$ cat src/rtl/signal_monitor_if.sv
// ---------------------------------------------------------------------------
// signal_monitor_if
//   Lane-control bus between the intersection controller (master) and the
//   conflict monitor (slave).
//
//   lane1Control..lane4Control : 2-bit lane codes from the controller
//                                (00 red, 01 yellow, 10 green, 11 invalid)
//   yellowTime                 : minimum yellow duration in seconds, 0 = off
//   clearFault                 : synchronous fault-clear request
//   laneOut1..laneOut4         : checked lane codes to the car-signal drivers
//   fault                      : sticky fault flag
//   faultCode                  : cause of the first fault (0 = none)
//   faultLane                  : offending lane index, 0..3
// ---------------------------------------------------------------------------
interface signal_monitor_if;
    logic [1:0] lane1Control;
    logic [1:0] lane2Control;
    logic [1:0] lane3Control;
    logic [1:0] lane4Control;
    logic [5:0] yellowTime;
    logic       clearFault;
    logic [1:0] laneOut1;
    logic [1:0] laneOut2;
    logic [1:0] laneOut3;
    logic [1:0] laneOut4;
    logic       fault;
    logic [2:0] faultCode;
    logic [1:0] faultLane;

    modport master (
        output lane1Control, lane2Control, lane3Control, lane4Control,
        output yellowTime, clearFault,
        input  laneOut1, laneOut2, laneOut3, laneOut4,
        input  fault, faultCode, faultLane
    );

    modport slave (
        input  lane1Control, lane2Control, lane3Control, lane4Control,
        input  yellowTime, clearFault,
        output laneOut1, laneOut2, laneOut3, laneOut4,
        output fault, faultCode, faultLane
    );
endinterface

$ cat src/rtl/signal_monitor.sv
// ---------------------------------------------------------------------------
// signal_monitor
//   Independent conflict monitor between the intersection controller and the
//   four car-signal drivers. Checks the lane codes every clock; on the first
//   violation it latches a sticky fault with its cause and forces all lanes
//   to red until a valid clear (clearFault with every lane red).
//
//   clk    : system clock, rising edge
//   resetN : asynchronous, active-low reset
//   bus    : signal_monitor_if.slave (lane codes in, checked codes and
//            fault status out)
// ---------------------------------------------------------------------------
module signal_monitor #(
    parameter int CLK_PER_SEC = 5000,
    parameter int CNT_W       = 19
) (
    input  logic             clk,
    input  logic             resetN,
    signal_monitor_if.slave  bus
);

    localparam logic [0:0] ST_MONITOR = 1'b0;
    localparam logic [0:0] ST_FAULTED = 1'b1;

    localparam logic [1:0] RED = 2'b00;
    localparam logic [1:0] YEL = 2'b01;
    localparam logic [1:0] GRN = 2'b10;
    localparam logic [1:0] BAD = 2'b11;

    localparam logic [2:0] FC_NONE    = 3'd0;
    localparam logic [2:0] FC_INVALID = 3'd1;
    localparam logic [2:0] FC_AXIS    = 3'd2;
    localparam logic [2:0] FC_TRANS   = 3'd3;
    localparam logic [2:0] FC_SHORT   = 3'd4;
    localparam logic [2:0] FC_PAIR    = 3'd5;

    logic [1:0]       lane_in    [4];
    logic [1:0]       prev_q     [4];
    logic [1:0]       prev_d     [4];
    logic [CNT_W-1:0] ycnt_q     [4];
    logic [CNT_W-1:0] ycnt_d     [4];
    logic [1:0]       lane_out_q [4];
    logic [1:0]       lane_out_d [4];
    logic [0:0]       state_q, state_d;
    logic [2:0]       fault_code_q, fault_code_d;
    logic [1:0]       fault_lane_q, fault_lane_d;

    logic [CNT_W-1:0] yellow_limit;
    logic [2:0]       det_code;
    logic [1:0]       det_lane;
    logic             fault_now;
    logic             clear_ok;

    assign lane_in[0] = bus.lane1Control;
    assign lane_in[1] = bus.lane2Control;
    assign lane_in[2] = bus.lane3Control;
    assign lane_in[3] = bus.lane4Control;

    // Minimum number of consecutive yellow samples before red is allowed.
    assign yellow_limit = CNT_W'(bus.yellowTime) * CNT_W'(CLK_PER_SEC);

    // Violation detection against the previous sample. Each lane scan runs
    // from lane 3 down so the lowest-indexed offender is the one kept.
    always_comb begin
        logic       inv_hit, trans_hit, short_hit, axis_hit;
        logic [1:0] inv_lane, trans_lane, short_lane, axis_lane;
        // NOTE: every comb output gets a default first so no path leaves it
        // unassigned, which would otherwise infer a latch.
        inv_hit    = 1'b0;
        trans_hit  = 1'b0;
        short_hit  = 1'b0;
        inv_lane   = 2'd0;
        trans_lane = 2'd0;
        short_lane = 2'd0;
        axis_lane  = 2'd0;
        det_code   = FC_NONE;
        det_lane   = 2'd0;

        for (int i = 3; i >= 0; i--) begin
            if (lane_in[i] == BAD) begin
                inv_hit  = 1'b1;
                inv_lane = 2'(i);
            end
            if ((prev_q[i] == GRN && lane_in[i] == RED) ||
                (prev_q[i] == RED && lane_in[i] == YEL) ||
                (prev_q[i] == YEL && lane_in[i] == GRN)) begin
                trans_hit  = 1'b1;
                trans_lane = 2'(i);
            end
            if (prev_q[i] == YEL && lane_in[i] == RED && ycnt_q[i] < yellow_limit) begin
                short_hit  = 1'b1;
                short_lane = 2'(i);
            end
            if (lane_in[i] != RED) begin
                axis_lane = 2'(i);
            end
        end

        axis_hit = (lane_in[0] != RED || lane_in[1] != RED) &&
                   (lane_in[2] != RED || lane_in[3] != RED);

        if (inv_hit) begin
            det_code = FC_INVALID;
            det_lane = inv_lane;
        end else if (axis_hit) begin
            det_code = FC_AXIS;
            det_lane = axis_lane;
        end else if (trans_hit) begin
            det_code = FC_TRANS;
            det_lane = trans_lane;
        end else if (short_hit) begin
            det_code = FC_SHORT;
            det_lane = short_lane;
        end else if (lane_in[0] != lane_in[1]) begin
            det_code = FC_PAIR;
            det_lane = 2'd0;
        end else if (lane_in[2] != lane_in[3]) begin
            det_code = FC_PAIR;
            det_lane = 2'd2;
        end
    end

    assign fault_now = (state_q == ST_MONITOR) && (det_code != FC_NONE);
    assign clear_ok  = (state_q == ST_FAULTED) && bus.clearFault &&
                       lane_in[0] == RED && lane_in[1] == RED &&
                       lane_in[2] == RED && lane_in[3] == RED;

    always_comb begin
        state_d      = state_q;
        fault_code_d = fault_code_q;
        fault_lane_d = fault_lane_q;

        if (fault_now) begin
            state_d      = ST_FAULTED;
            fault_code_d = det_code;
            fault_lane_d = det_lane;
        end else if (clear_ok) begin
            state_d      = ST_MONITOR;
            fault_code_d = FC_NONE;
            fault_lane_d = 2'd0;
        end

        for (int i = 0; i < 4; i++) begin
            prev_d[i] = lane_in[i];

            if (lane_in[i] == YEL && prev_q[i] == YEL)
                ycnt_d[i] = (ycnt_q[i] == '1) ? ycnt_q[i] : ycnt_q[i] + CNT_W'(1);
            else if (lane_in[i] == YEL)
                ycnt_d[i] = CNT_W'(1);
            else
                ycnt_d[i] = '0;

            if (clear_ok)
                ycnt_d[i] = '0;

            // The fault being detected right now also blanks the outputs, so
            // an offending code never reaches the drivers.
            lane_out_d[i] = (state_q == ST_FAULTED || fault_now) ? RED : lane_in[i];
        end
    end

    always_ff @(posedge clk or negedge resetN) begin
        if (!resetN) begin
            state_q      <= ST_MONITOR;
            fault_code_q <= FC_NONE;
            fault_lane_q <= 2'd0;
            for (int i = 0; i < 4; i++) begin
                prev_q[i]     <= RED;
                ycnt_q[i]     <= '0;
                lane_out_q[i] <= RED;
            end
        end else begin
            // NOTE: state registers use non-blocking assignments so every
            // flop samples the pre-edge values of its neighbours.
            state_q      <= state_d;
            fault_code_q <= fault_code_d;
            fault_lane_q <= fault_lane_d;
            for (int i = 0; i < 4; i++) begin
                prev_q[i]     <= prev_d[i];
                ycnt_q[i]     <= ycnt_d[i];
                lane_out_q[i] <= lane_out_d[i];
            end
        end
    end

    assign bus.laneOut1  = lane_out_q[0];
    assign bus.laneOut2  = lane_out_q[1];
    assign bus.laneOut3  = lane_out_q[2];
    assign bus.laneOut4  = lane_out_q[3];
    assign bus.fault     = (state_q == ST_FAULTED);
    assign bus.faultCode = fault_code_q;
    assign bus.faultLane = fault_lane_q;

endmodule

$ cat src/flat_wrapper.sv
// flat-port wrapper written by rule: the top's interface ports become plain ports
module signal_monitor_flat 
#(
    parameter int CLK_PER_SEC = 5000,
    parameter int CNT_W       = 19
)
  (clk, resetN, bus_lane1Control, bus_lane2Control, bus_lane3Control, bus_lane4Control, bus_yellowTime, bus_clearFault, bus_laneOut1, bus_laneOut2, bus_laneOut3, bus_laneOut4, bus_fault, bus_faultCode, bus_faultLane);
  signal_monitor_if bus_i ();
  input  logic clk;
  input  logic resetN;
  input wire logic [$bits(bus_i.lane1Control)-1:0] bus_lane1Control;
  input wire logic [$bits(bus_i.lane2Control)-1:0] bus_lane2Control;
  input wire logic [$bits(bus_i.lane3Control)-1:0] bus_lane3Control;
  input wire logic [$bits(bus_i.lane4Control)-1:0] bus_lane4Control;
  input wire logic [$bits(bus_i.yellowTime)-1:0] bus_yellowTime;
  input wire logic [$bits(bus_i.clearFault)-1:0] bus_clearFault;
  output wire logic [$bits(bus_i.laneOut1)-1:0] bus_laneOut1;
  output wire logic [$bits(bus_i.laneOut2)-1:0] bus_laneOut2;
  output wire logic [$bits(bus_i.laneOut3)-1:0] bus_laneOut3;
  output wire logic [$bits(bus_i.laneOut4)-1:0] bus_laneOut4;
  output wire logic [$bits(bus_i.fault)-1:0] bus_fault;
  output wire logic [$bits(bus_i.faultCode)-1:0] bus_faultCode;
  output wire logic [$bits(bus_i.faultLane)-1:0] bus_faultLane;
  assign bus_i.lane1Control = bus_lane1Control;
  assign bus_i.lane2Control = bus_lane2Control;
  assign bus_i.lane3Control = bus_lane3Control;
  assign bus_i.lane4Control = bus_lane4Control;
  assign bus_i.yellowTime = bus_yellowTime;
  assign bus_i.clearFault = bus_clearFault;
  assign bus_laneOut1 = bus_i.laneOut1;
  assign bus_laneOut2 = bus_i.laneOut2;
  assign bus_laneOut3 = bus_i.laneOut3;
  assign bus_laneOut4 = bus_i.laneOut4;
  assign bus_fault = bus_i.fault;
  assign bus_faultCode = bus_i.faultCode;
  assign bus_faultLane = bus_i.faultLane;
  signal_monitor #(.CLK_PER_SEC(CLK_PER_SEC), .CNT_W(CNT_W)) u_core (.clk(clk), .resetN(resetN), .bus(bus_i));
endmodule
$ cat config.mk
export PLATFORM = sky130hd
export DESIGN_NAME = signal_monitor_flat
export DESIGN_NICKNAME = d
export VERILOG_FILES = /design/src/rtl/signal_monitor_if.sv /design/src/rtl/signal_monitor.sv /design/src/flat_wrapper.sv
export SDC_FILE = /design/constraint.sdc
export NUM_CORES = 1
export LEC_CHECK = 0
export ABC_AREA = 1
export CAP_MARGIN = 20
export CORE_MARGIN = 2
export CORE_UTILIZATION = 39
export CTS_CLUSTER_DIAMETER = 100
export DETAILED_ROUTE_END_ITERATION = 6
export DONT_BUFFER_PORTS = 1
export GPL_TIMING_DRIVEN = 0
export PLACE_DENSITY = 0.49
export SLEW_MARGIN = 5
export SYNTH_ARGS = -nofsm -noshare
export SYNTH_HDL_FRONTEND = slang
export SYNTH_SLANG_ARGS = --single-unit
$ cat constraint.sdc
create_clock -name clk -period 4 [get_ports clk]
set_clock_uncertainty 0.2 [all_clocks]
set_input_delay 0.4 -clock clk [delete_from_list [all_inputs] [get_ports clk]]
set_output_delay 0.4 -clock clk [all_outputs]
set_load 0.005 [all_outputs]
# Word-level counts from Yosys, hierarchy flattened
# Index checks and enable logic that the tools add are counted.
dict set report totals {
  ram_bits 0
  latchBits 0
  romBits 0
  n_memories 0
  inputBits 17
  reg_bits 98
}
dict set report op_classes {
  eq_ne 30
  n_mux 66
  reduce_logical 56
  n_addsub 4
  n_shift 0
  div 0
  n_mul 1
  bitwise_logic 1
  n_lt_le_gt_ge 4
}
# op count
set op_table {}
lappend op_table {{2-to-1 mux 19 bit} 12}
lappend op_table {{adder 19 x 1 -> 19 bit, second input constant} 4}
lappend op_table {{== test 19 bit, second input constant} 4}
lappend op_table {{less-than comparator 19 bit} 4}
lappend op_table {{2-to-1 mux 2 bit} 28}
lappend op_table {{logical AND 1 bit} 31}
lappend op_table {{== test 2 bit, second input constant} 12}
lappend op_table {{2-to-1 mux 3 bit} 8}
lappend op_table {{2-to-1 mux 1 bit} 18}
lappend op_table {{== test 2 x 1 -> 1 bit, second input constant} 8}
lappend op_table {{logical NOT 2 bit} 8}
lappend op_table {{multiplier 6 x 10 -> 16 bit, second input constant} 1}
lappend op_table {{!= test 3 x 2 -> 1 bit, second input constant} 4}
lappend op_table {{logical OR 1 bit} 11}
lappend op_table {{nonzero test 2 bit} 5}
lappend op_table {{!= test 2 bit} 2}
lappend op_table {{nonzero test 3 bit} 1}
lappend op_table {{NOT 1 bit} 1}

# Logic depth before layout (Yosys ltp)
# Gate-level depths: netlist of the first run.
dict set report depth {
  depth_word 15
  ltp_mapped 29
}

# Worst setup path after synthesis of the first run
# No wires, ideal clock.
dict set report synth_timing {
  kind {input to register}
  start {input bus_yellowTime[1]}
  end {register u_core.state_q (netlist: u_core.bus.fault)}
  slack_ns -0.445
  setup_ns 0.119
  n_path_buf 0
  required_ns 3.681
  path_stages 26
  arrival_time_ns 4.126
  path_cell_list {inv_1 > fa_1 > fa_1 > inv_1 > ha_1 > inv_1 > fa_1 > inv_1 > nand3_1 > nand2_2 > xnor2_1 > ha_1 > nand2_1 > nor2_1 > a211o_1 > inv_1 > nand2_1 > nand3_1 > nand2_1 > nand2_1 > nor2_2 > nand2_1 > nand2_1 > nand2_2 > nand4_4 > and2_1}
}
dict set report synth_between {
  elab_chain_cells 14
}
# element line_no
set synth_rtl {}
lappend synth_rtl {{from (decl)} flat_wrapper.sv:15} ;# input wire logic [$bits(bus_i.yellowTime)-1:0] bus_yellowTime;
lappend synth_rtl {{multiplier 6 x 10 -> 16 bit (*)} signal_monitor.sv:60} ;# assign yellow_limit = CNT_W'(bus.yellowTime) * CNT_W'(CLK_PER_SEC);
lappend synth_rtl {{less-than comparator 19 bit} signal_monitor.sv:90} ;# if (prev_q[i] == YEL && lane_in[i] == RED && ycnt_q[i] < yellow_limit) begin
lappend synth_rtl {{logical AND 1 bit} signal_monitor.sv:90}
lappend synth_rtl {{2-to-1 mux 1 bit (3 in series)} signal_monitor.sv:90}
lappend synth_rtl {{2-to-1 mux 1 bit (*)} signal_monitor.sv:90}
lappend synth_rtl {{2-to-1 mux 3 bit (*)} signal_monitor.sv:111} ;# end else if (short_hit) begin
lappend synth_rtl {{2-to-1 mux 3 bit (*)} signal_monitor.sv:108} ;# end else if (trans_hit) begin
lappend synth_rtl {{2-to-1 mux 3 bit (*)} signal_monitor.sv:105} ;# end else if (axis_hit) begin
lappend synth_rtl {{2-to-1 mux 3 bit (*)} signal_monitor.sv:102} ;# if (inv_hit) begin
lappend synth_rtl {{nonzero test 3 bit (*)} signal_monitor.sv:123} ;# assign fault_now = (state_q == ST_MONITOR) && (det_code != FC_NONE);
lappend synth_rtl {{logical AND 1 bit (*)} signal_monitor.sv:123}
lappend synth_rtl {{2-to-1 mux 1 bit / nonzero test 2 bit (equally long branches)} n/a}
lappend synth_rtl {{to (signal assigned)} signal_monitor.sv:175} ;# state_q <= state_d;
lappend synth_rtl {{to (decl)} signal_monitor.sv:44} ;# logic [0:0] state_q, state_d;
# Mark *: on every way between the ends. The rest lies on a longest branch, timed or not.
# A chain may end at the register's enable or synchronous reset.

# Final worst setup path of the first run
# Ends and elaborated chain as after synthesis.

==> metrics.md, run 1 <==
| Metric | Value |
|---|---|
| Worst EP required | `4.05 ns` |
| Max-slew violation count | `0` |
| Drt pass-1 iters | `4` |
| CP delay by family, top | `adder cells` |
| Syn_area_per_cell | `roughly 7.4 um^2` |
| CTS root buf | `clkbuf_16` |
| Global-route wire length before repair | `34.5 mm` |
| WP data arrival | `4.15 ns` |
| Final ANT Viol Nets | `0` |
| Wire length per cell | `around 16 um` |
| CTS Buf Count | `9` |
| Max Root-Sink Buffers | `2` |
| CTS tree | `done` |
| Register bit total from synthesis | `98` |
| CP max stage cell | `fa_2` |
| Fin util | `47.8%` |
| Cells after Synth | `1,005` |
| Sequential Power Share | `32.7%` |
| Ys async rst share | `100%` |
| Total I/O pin count | `31` |
| Post-synth EDFFs | `0` |
| Max VDD drop | `approximately 0.23 mV` |
| RSZ-0062 raised after global routing | `yes` |
| Starting Density | `approximately two fifths` |
| Final setup TNS | `-0.814 ns` |
| Starting DRT DRC Count | `345` |
| Synth Flop Type | `dfrtp_1` |
| Top cell by count, worst path | `nand2_2` |
| Final period util | `102%` |
| YS warnings | `0` |
| Hpwl dp | `15.3 mm` |
| FP Rows | `50` |
| Pwr dens | `around 340 nW/um^2` |
| Setup crit start kind | `primary input` |
| Finish-stage setup viols | `11` |
| Post-Syn Area | `7490 um^2` |
| P&R area growth vs syn | `19.8%` |
| Leak | `between 4 and 5 nW` |
| Register area share after synthesis | `32.8%` |
| Post-route DRC | `0` |
| Synth top area share | `approximately a third` |
| Largest net degree at the start of global routing | `99` |
| Largest area contributor in the netlist | `dfrtp_1` |
| Share of layout cells above drive strength 1 | `16.3%` |
| Tmin final | `4.09 ns` |
| Worst-margin pin slew | `0.874 ns` |
| Crit-path cells | `clkinvlp_4, fa_1, fa_1, inv_2, ha_4, inv_2, fa_2, ha_4, inv_1, o31a_1, nand2_1, nand2_1, nand2_2, nand3_2, nand2_2, nand2_2, nor2_4, nand2_4, nor2_8, nand4_4, and2_4` |
| Slew HR | `41.7%` |
| Worst setup margin | `-0.0940 ns` |
| Buf/Inv on CP | `4` |
| Comb pwr share | `36.3%` |
| Worst min-delay path class | `in2reg` |
| RD Place Congestion | `0.884` |
| Fmax | `0.244 GHz` |
| Sw Ratio | `35.5%` |
| Congestion Overflow GR | `0` |
| Top cells by area, synth | `dfrtp_1 (33%), ha_1 (12%), nand2_1 (9.3%), inv_1 (9.2%), nor2_1 (4.9%)` |
| # H-tree levels | `3` |
| Core Area | `18,800 um^2` |
| All-Layer GR Usage | `21.9%` |
| Failing checks | `negative setup slack` |
| Setup Crit Path Kind | `in2reg` |
| Port Buffer Count | `0` |
| Netlist cell types | `49` |
| Worst skew pair latency | `0.36 ns` |
| Clock slew at reported path FFs | `0.08 ns` |
| Crit-path max FO | `5` |
| Initial antenna violation count | `2` |
| CP endpoint kind | `flip-flop` |
| Max Cap Viol | `0` |
| Die outline width | `143 um` |
| Vias in the first global route | `6,628` |
| Die area | `20,300 um^2` |
| Routed vias | `~6,700` |
| Clock network power share | `31.0%` |
| Fin. Hold Viols | `0` |
| Nets@finish | `1,156` |
| Switching Power | `roughly 0.0011 W` |
| Max incr delay on CP | `0.56 ns` |
| P_int | `0.00198 W` |
| Most frequent cell after synthesis | `nand2_1` |
| Die H | `roughly 140 um` |
| Pre-CTS setup slack | `-1.16 ns` |
| Vias per inst | `approximately 5.2` |
| Status | `finished, violations left` |
| CTS Sinks | `98` |
| Commonest cells post-synth | `nand2_1 (185), inv_1 (184), dfrtp_1 (98), nor2_1 (98), ha_1 (72)` |
| Syn nets | `approximately 1,100` |
| Final wirelength | `around 21 mm` |
-- layer usage --
metal / track usage, % / vias to the layer above / part of all wire [%]
met5: 0 / - / 0
met4: 7.14 / 0 / 1.8
met3: 2.69 / 25 / 2.2
met2: 36.3 / 84 / 47
met1: 29.7 / 3172 / 49
li1: - / 3444 / -
-- sequential cells by signal, summed over array words and instances, names as in the netlist --
register	count
u_core.prev_q	8
u_core.bus.laneOut4	2
u_core.bus.laneOut2	2
u_core.bus.fault	1
u_core.bus.faultLane	2
u_core.ycnt_q	76
u_core.bus.laneOut1	2
u_core.bus.faultCode	3
u_core.bus.laneOut3	2
-- cells by family (layout without fill, tap and decap cells) --
kind of cell,after synthesis,count (layout),synth area share [%]
flip-flops,98,98,32.8
AND/OR/NAND/NOR,451,452,28.6
adder cells (fa/ha/maj),79,79,13.9
AO/OA/AOI/OAI,171,171,13.4
other,0,1,0
XOR/XNOR,15,15,1.75
buffers and inverters,191,249,9.58
-- placed cells by master, fill, tap and decap left out, types with 6 or more instances in the layout --
master	synthesis	routed
nand4_1	21	21
o21ai_0	59	59
nand3_1	56	46
ha_1	72	56
nor3_2	2	6
inv_2	3	10
ha_4	0	16
o21a_1	7	7
nor2_2	3	8
dfrtp_1	98	98
a21oi_1	55	52
nor2_1	98	92
xnor2_1	9	7
nand2_1	185	168
nand3_2	6	14
fa_1	7	6
nand2_2	20	33
clkbuf_16	0	9
dlygate4sd3_1	0	9
a31oi_1	16	16
buf_4	0	28
inv_1	184	174
nor4_1	7	7
a22oi_1	8	8
nor3_1	36	32
-- power groups by stage --
stage / Sequential, W / Combinational, W / Clock (W)
floorplan: 0.00102 / 0.000570 / 0
global placement: 0.00102 / 0.000760 / 0
detailed placement: 0.00102 / 0.000765 / 0
CTS: 0.00100 / 0.000935 / 0.000975
global route: 0.00101 / 0.00124 / 0.00101
finish: 0.00100 / 0.00112 / 0.000954
-- cell type report --
class,instances,area [um^2]
Antenna cell,1,2.50
Buffer,4,15.0
Clock buffer,11,253
Clock inverter,4,58.8
Fill cell,1884,9800
Inverter,187,713
Multi-Input combinational cell,717,4800
Sequential cell,98,2450
Tap cell,234,293
Timing Repair Buffer,43,378
-- metrics by stage --
stage / cells / hold slack (ns) / cell area, um^2 / total power [W]
floorplan: 1005 / -0.0956 / 7590 / 0.00159
global placement: 1239 / -0.0878 / 7890 / 0.00178
detailed placement: 1239 / -0.0880 / 7890 / 0.00179
CTS: 1291 / 0.0108 / 8680 / 0.00291
global route: 1299 / 0.0338 / 8970 / 0.00325
finish: 1299 / 0.0164 / 8970 / 0.00308
-- timing repair --
item / 4_1_cts / 5_1_grt
hold endpoints to repair: 112 / 0
hold buffers: 10 / 0
pin swaps: 26 / 38
gates cloned: 1 / 0
buffers inserted: 26 / 6
resized for setup: 29 / 44
setup endpoints to repair: 14 / 14
-- worst paths after layout --
path / from / to / slack, ns / cells past startpoint
worst max-delay path: bus_yellowTime[1] / u_core.bus.fault / -0.09 / 21
worst min-delay path: bus_lane1Control[1] / u_core.bus.laneOut1[1] / 0.02 / 2
worst max register to register: u_core.ycnt_q[0] / u_core.ycnt_q[10] / 1.19 / 13
worst min register to register: u_core.bus.faultLane[1] / u_core.bus.faultLane[1] / 0.33 / 2
max in group asynchronous: resetN / u_core.ycnt_q[73] / 2.69 / 2
min in group asynchronous: resetN / u_core.ycnt_q[35] / 0.51 / 2
No activity file was read; power rests on OpenSTA's default activity.
==> run 2, diff against run 1 <==
--- a/config.mk
+++ b/config.mk
@@ -5,7 +5,6 @@
 export SDC_FILE = /design/constraint.sdc
 export NUM_CORES = 1
 export LEC_CHECK = 0
-export ABC_AREA = 1
 export CAP_MARGIN = 20
 export CORE_MARGIN = 2
 export CORE_UTILIZATION = 39
==> metrics.md, run 2 <==
| Metric | Value |
|---|---|
| Syn nets | `838 (-24%)` |
| Most frequent cells in the layout | `nor2_1 (98), dfrtp_1 (98), ha_1 (65)` |
| Die area | `18,500 um^2 (-8.9%)` |
| Congestion Overflow GR | `0 (unchanged)` |
| Initial antenna violation count | `0 (-2)` |
| RR Startpoint | `u_core.ycnt_q[24]` |
| Tmin final | `5.02 ns (+0.923 ns)` |
| Vias in the first global route | `5,522 (-17%)` |
| Total I/O pin count | `31 (unchanged)` |
| WP data arrival | `5.06 ns (+0.91 ns)` |
| Die outline width | `136 um (-4.6%)` |
| Failing checks | `negative setup slack` |
| CTS tree | `done` |
| # H-tree levels | `3 (unchanged)` |
| Finish-stage setup viols | `14 (+3)` |
| Fin. Hold Viols | `0 (unchanged)` |
| Worst setup margin | `-1.02 ns (-0.923 ns)` |
| Hpwl dp | `12.1 mm (-21%)` |
| Nets@finish | `879 (-24%)` |
| Netlist cell types | `62 (+27%)` |
| Commonest cells post-synth | `nor2_1 (99), dfrtp_1 (98), ha_1 (72)` |
| Final wirelength | `17.4 mm (-18%)` |
| Core Area | `17,200 um^2 (-8.5%)` |
| Fmax | `0.199 GHz (-18%)` |
| RSZ-0062 raised after global routing | `yes` |
| Worst min-delay path class | `in2reg` |
| Max VDD drop | `0.202 mV (-13%)` |
| # fillers | `1,693 (-10%)` |
| FP Rows | `48 (-4.0%)` |
| Starting Density | `39.6% (-0.31 points)` |
| All-Layer GR Usage | `20.0% (-1.8 points)` |
| Reg-to-reg endpoint | `u_core.bus.faultLane[0]` |
| P&R area growth vs syn | `17.8%` |
| Most frequent cell after synthesis | `nor2_1` |
| CP endpoint | `u_core.bus.faultLane[0]` |
| Worst skew pair latency | `0.35 ns (about the same)` |
| Fin util | `46.6% (-1.1 points)` |
| YS warnings | `0 (unchanged)` |
| Register bit total from synthesis | `98 (unchanged)` |
| Port Buffer Count | `0 (unchanged)` |
| Final ANT Viol Nets | `0 (unchanged)` |
| Status | `finished, violations left` |
| Drt pass-1 iters | `5 (+1)` |
| Leak | `3.47 nW (-15%)` |
| Max-slew violation count | `0 (unchanged)` |
| Synth Flop Type | `dfrtp_1` |
| CTS root buf | `clkbuf_16` |
| Largest net degree at the start of global routing | `99 (unchanged)` |
| Vias per inst | `5.40 (+4.3%)` |
| Clock slew at reported path FFs | `0.07 ns (about the same)` |
| Largest Register | `u_core.ycnt_q` |
| Worst-margin pin slew | `0.797 ns (-0.0769 ns)` |
| CP endpoint kind | `flip-flop` |
| Pwr dens | `357 nW/um^2 (+4.0%)` |
| Post-route DRC | `0 (unchanged)` |
| Synth top area share | `36.1% (+3.3 points)` |
| Post-Syn Area | `6800 um^2 (-9.2%)` |
| Slew HR | `46.4% (+4.7 points)` |
| Setup Crit Path Kind | `in2reg` |
| Top cells by area, synth | `dfrtp_1 (36%), ha_1 (13%), xor2_1 (7.3%), nor2_1 (5.5%), nand2_1 (3.3%)` |
| Worst EP required | `4.04 ns (about the same)` |
| FF-to-FF setup slack | `0.67 ns (-0.52 ns)` |
| CTS Sinks | `98 (unchanged)` |
| RD Place Congestion | `0.769 (-13%)` |
| Max Root-Sink Buffers | `2 (unchanged)` |
| Global-route wire length before repair | `28.3 mm (-18%)` |
| Routed vias | `5,472 (-19%)` |
| Largest area contributor in the netlist | `dfrtp_1` |
| Ys async rst share | `100% (unchanged)` |
| Cells after Synth | `742 (-26%)` |
| Setup crit start kind | `primary input` |
| Wire length per cell | `17.1 um (+4.7%)` |
| Register area share after synthesis | `36.1% (+3.3 points)` |
| Final setup TNS | `-13.16 ns (-12.35 ns)` |
| Die H | `136 um (-4.6%)` |
| Final period util | `125% (+23 points)` |
| Crit-path max FO | `4 (-1)` |
| Worst r2r path cells | `11 (-2)` |
| Syn_area_per_cell | `9.16 um^2 (+23%)` |
| Diodes inserted | `0 (-1)` |
| CTS Buf Count | `9 (unchanged)` |
| Post-synth EDFFs | `0 (unchanged)` |
| Setup crit start | `bus_yellowTime[2]` |
| Starting DRT DRC Count | `228 (-34%)` |
| Largest register FFs | `76 (unchanged)` |
| Max Cap Viol | `0 (unchanged)` |
| Share of layout cells above drive strength 1 | `12.9% (-3.3 points)` |
run 2: logic make-up after synthesis:
family	count (synthesis)	synth area share (%)
AND/OR/NAND/NOR	307	21.9
AO/OA/AOI/OAI	114	11.5
flip-flops	98	36.1
adder cells (fa/ha/maj)	86	16.3
XOR/XNOR	77	10.2
buffers and inverters	54	3.15
multiplexers	6	0.902
run 2: critical path, stage by stage:
cell        delay [ns]
clkinvlp_4        0.07
fa_1              0.54
fa_1              0.44
inv_2             0.08
ha_4              0.14
inv_4             0.03
fa_2              0.41
nand2b_4          0.17
a21oi_4           0.23
xnor2_4           0.21
ha_4              0.27
a21oi_2           0.12
nand2_1           0.07
a211oi_2          0.23
o31ai_2           0.10
maj3_2            0.31
maj3_2            0.32
a31oi_4           0.25
nor3_4            0.09
a31oi_4           0.21
mux2_4            0.32
run 2: cell type report:
type / instances / area (um^2) / share of cell area [%]
plain buffers: 23 / 96.3 / 1.20
clock buffers: 13 / 260 / 3.25
clock inverters: 3 / 47.5 / 0.594
inverters: 30 / 123 / 1.53
multi-input cells: 591 / 4460 / 55.7
flip-flops and latches: 98 / 2450 / 30.6
well taps: 225 / 282 / 3.51
repair buffers: 30 / 292 / 3.64
run 2: timing repair:
item,CTS,global route
pin swaps,17,19
hold buffers,10,0
hold endpoints to repair,106,0
gates cloned,1,0
buffers inserted,13,7
resized for setup,25,23
endpoints found under the setup margin,14,14
run 2: worst min path at each step:
stage / start / cells past startpoint / to / slack [ns]
floorplan: resetN / 0 / u_core.bus.fault / -0.1
global placement: resetN / 0 / u_core.ycnt_q[43] / -0.09
detailed placement: resetN / 0 / u_core.ycnt_q[42] / -0.09
CTS: bus_clearFault / 2 / u_core.bus.fault / 0.20
global route: bus_clearFault / 2 / u_core.bus.fault / 0.26
finish: bus_clearFault / 2 / u_core.bus.fault / 0.22
run 2: report_power, final:
part	internal [W]	total (W)	switching, W
sequential	0.00100	0.00101	0.00000986
clock	0.000523	0.000917	0.000394
combinational	0.000402	0.000927	0.000524
run 2: metal layers:
layer,GRT usage (%),vias to the layer above,part of all wire [%]
met2,31.8,96,46
met1,27.4,2669,48
met3,4.21,18,4.6
met5,0,-,0
li1,-,2689,-
met4,6.19,0,1.7
run 2: metrics by stage:
step           power (W)  cells  setup WS, ns  hold WS (ns)  cell area, um^2
2_1_floorplan    0.00151    742         -1.23       -0.0956             6890
3_3_place_gp     0.00167    967         -1.87       -0.0921             7170
3_5_place_dp     0.00170    967         -1.91       -0.0916             7170
4_1_cts          0.00281   1006        -0.979         0.203             7860
5_1_grt          0.00302   1013         -1.19         0.256             8010
6_report         0.00286   1013         -1.02         0.222             8010
==> run 3, diff against run 2 <==
--- a/config.mk
+++ b/config.mk
@@ -12,7 +12,7 @@
 export DETAILED_ROUTE_END_ITERATION = 6
 export DONT_BUFFER_PORTS = 1
 export GPL_TIMING_DRIVEN = 0
-export PLACE_DENSITY = 0.49
+export PLACE_DENSITY = 0.51
 export SLEW_MARGIN = 5
 export SYNTH_ARGS = -nofsm -noshare
 export SYNTH_HDL_FRONTEND = slang
==> constraint.sdc (replaced) <==
create_clock -name clk -period 4.1 [get_ports clk]
set_clock_uncertainty 0.2 [all_clocks]
set_input_delay 0.41 -clock clk [delete_from_list [all_inputs] [get_ports clk]]
set_output_delay 0.41 -clock clk [all_outputs]
set_load 0.005 [all_outputs]
==> metrics.md, run 3 (synthesis results as in run 2) <==
| Metric | Value |
|---|---|
| Die area | `18,500 um^2 (unchanged)` |
| CTS tree | `done` |
| Die outline width | `136 um (unchanged)` |
| Pwr dens | `337 nW/um^2 (-5.5%)` |
| Finish-stage setup viols | `14 (unchanged)` |
| Routed vias | `5,438 (-0.62%)` |
| Post-route DRC | `0 (unchanged)` |
| Worst min-delay path class | `in2reg` |
| CTS Sinks | `98 (unchanged)` |
| Share of layout cells above drive strength 1 | `11.6% (-1.4 points)` |
| Worst r2r path cells | `10 (-1)` |
| All-Layer GR Usage | `19.7% (-0.33 points)` |
| Tot Pwr | `0.00267 W (-6.6%)` |
| Largest register FFs | `76 (unchanged)` |
| Final ANT Viol Nets | `0 (unchanged)` |
| Diodes inserted | `0 (unchanged)` |
| Starting Density | `39.6% (unchanged)` |
| Placed cell area | `7170 um^2 (unchanged)` |
| Worst-margin pin slew | `0.770 ns (-0.0270 ns)` |
| Final wirelength | `17.1 mm (-1.7%)` |
| WP data arrival | `5.13 ns (+0.07 ns)` |
| Max VDD drop | `0.215 mV (+6.7%)` |
| Max incr delay on CP | `0.56 ns (+0.02 ns)` |
| Most common cell after layout, fill and taps aside | `nor2_1` |
| Slew HR | `48.3% (+1.8 points)` |
| CTS Buf Count | `9 (unchanged)` |
| Drt pass-1 iters | `4 (-1)` |
| Vias per inst | `5.38 (-0.42%)` |
| Global-route wire length before repair | `28.0 mm (-1.0%)` |
| Largest Register | `u_core.ycnt_q` |
| Fmax | `0.197 GHz` |
| Fin. Hold Viols | `0 (unchanged)` |
| P&R area growth vs syn | `16.5%` |
| Final period util | `124%` |
| Starting DRT DRC Count | `369 (+62%)` |
| Largest net degree at the start of global routing | `99 (unchanged)` |
| CP max stage cell | `fa_1` |
| Area of the multi-input gates | `4420 um^2 (-0.93%)` |
| Hold Crit Depth | `2 (unchanged)` |
| Hpwl dp | `12.3 mm (+1.1%)` |
| Initial antenna violation count | `0 (unchanged)` |
| Worst EP required | `4.14 ns (+0.10 ns)` |
| Port Buffer Count | `0 (unchanged)` |
| # H-tree levels | `3 (unchanged)` |
| Worst skew pair latency | `0.35 ns (about the same)` |
| Worst setup margin | `-0.984 ns (+0.0326 ns)` |
| Crit-path max FO | `4 (unchanged)` |
| Failing checks | `negative setup slack` |
| CP endpoint kind | `flip-flop` |
| Vias in the first global route | `5,457 (-1.2%)` |
| Nets@finish | `878 (-0.11%)` |
| FP Rows | `48 (unchanged)` |
| RD Place Congestion | `0.822 (+7.0%)` |
| Status | `finished, violations left` |
| Final instance area | `7920 um^2 (-1.1%)` |
| Max-slew violation count | `0 (unchanged)` |
| Congestion Overflow GR | `0 (unchanged)` |
| Die H | `136 um (unchanged)` |
| Crit-path cells | `clkinvlp_4, fa_1, fa_1, inv_1, ha_2, inv_2, fa_2, nand2b_4, a21oi_4, xnor2_4, ha_4, a21oi_2, nand2_1, a211oi_2, o31ai_2, maj3_2, maj3_2, a31oi_4, nor3_4, a31oi_4, mux2_4` |
| RSZ-0062 raised after global routing | `yes` |
| Fin Hold WS | `0.228 ns (+0.00677 ns)` |
| Tmin final | `5.08 ns` |
| Most frequent cells in the layout | `nor2_1 (99), dfrtp_1 (98), ha_1 (65)` |
| Leak | `3.44 nW (-1.0%)` |
| Total I/O pin count | `31 (unchanged)` |
| # fillers | `1,692 (-0.059%)` |
| Core Area | `17,200 um^2 (unchanged)` |
| Max Cap Viol | `0 (unchanged)` |
| Clock slew at reported path FFs | `0.07 ns (about the same)` |
| Register area | `2450 um^2 (unchanged)` |
| Max Root-Sink Buffers | `2 (unchanged)` |
| Wire length per cell | `16.9 um (-1.5%)` |
| Setup crit start kind | `primary input` |
| Setup Crit Path Kind | `in2reg` |
| CTS root buf | `clkbuf_16` |
-- run 3: cell count changes in the layout (fill, tap and decap cells not counted), moves of 2 or more --
cell and delta:
clkinv_4 -2, a31oi_2 -2, and2_1 +5, a31oi_1 +2
and2_4 -5, clkinvlp_4 +2
-- run 3: routing by layer --
metal,vias to the layer above,part of all wire (%),global-route usage [%]
met5,-,0,0
met4,0,1.7,6.48
met3,17,3.3,3.58
met2,70,47,31.5
met1,2655,48,27.0
li1,2696,-,-
-- run 3: repair_timing --
action	CTS	global route
endpoints found under the setup margin	14	14
endpoints found under the hold margin	106	0
gates cloned	0	1
buffers inserted	14	5
resized for setup	22	12
pin swaps	18	15
hold buffers	10	0
-- run 3: metrics by stage --
stage	TNS [ns]	instances	setup WS [ns]	utilization [%]
after floorplan	-13.57	742	-1.14	-
after global placement	-22.20	967	-1.76	41.8
after detailed placement	-23.23	967	-1.83	41.8
after CTS	-11.79	1005	-0.905	45.5
after global routing	-14.41	1011	-1.11	46.1
final	-12.62	1011	-0.984	46.1
-- run 3: layout make-up --
class | count | share of cell area, %
Multi-Input combinational cell | 591 | 55.8
Sequential cell | 98 | 31.0
Tap cell | 225 | 3.56
Timing Repair Buffer | 29 | 3.43
Clock buffer | 12 | 3.24
Inverter | 30 | 1.52
Buffer | 23 | 1.22
Clock inverter | 3 | 0.300
-- run 3: report_power, final --
group	total (W)	internal (W)	switching (W)
Sequential	0.000989	0.000979	0.0000106
Combinational	0.000860	0.000368	0.000492
Clock	0.000819	0.000444	0.000375
-- run 3: worst paths after layout --
check                      slack [ns]         startpoint                 endpoint
max                             -0.98  bus_yellowTime[2]  u_core.bus.faultLane[0]
min                              0.23     bus_clearFault         u_core.bus.fault
max reg2reg                      0.65  u_core.ycnt_q[26]  u_core.bus.faultLane[0]
min reg2reg                      0.35  u_core.ycnt_q[20]        u_core.ycnt_q[20]
max in group asynchronous        2.84             resetN        u_core.ycnt_q[25]
min in group asynchronous        0.43             resetN         u_core.ycnt_q[5]
-- run 3: critical path: cells and delay by family --
family	cells	cell delay (ns)
AO/OA/AOI/OAI	6	1.20
XOR/XNOR	1	0.21
adder cells (fa/ha/maj)	7	2.46
AND/OR/NAND/NOR	3	0.32
buffers and inverters	3	0.18
multiplexers	1	0.31
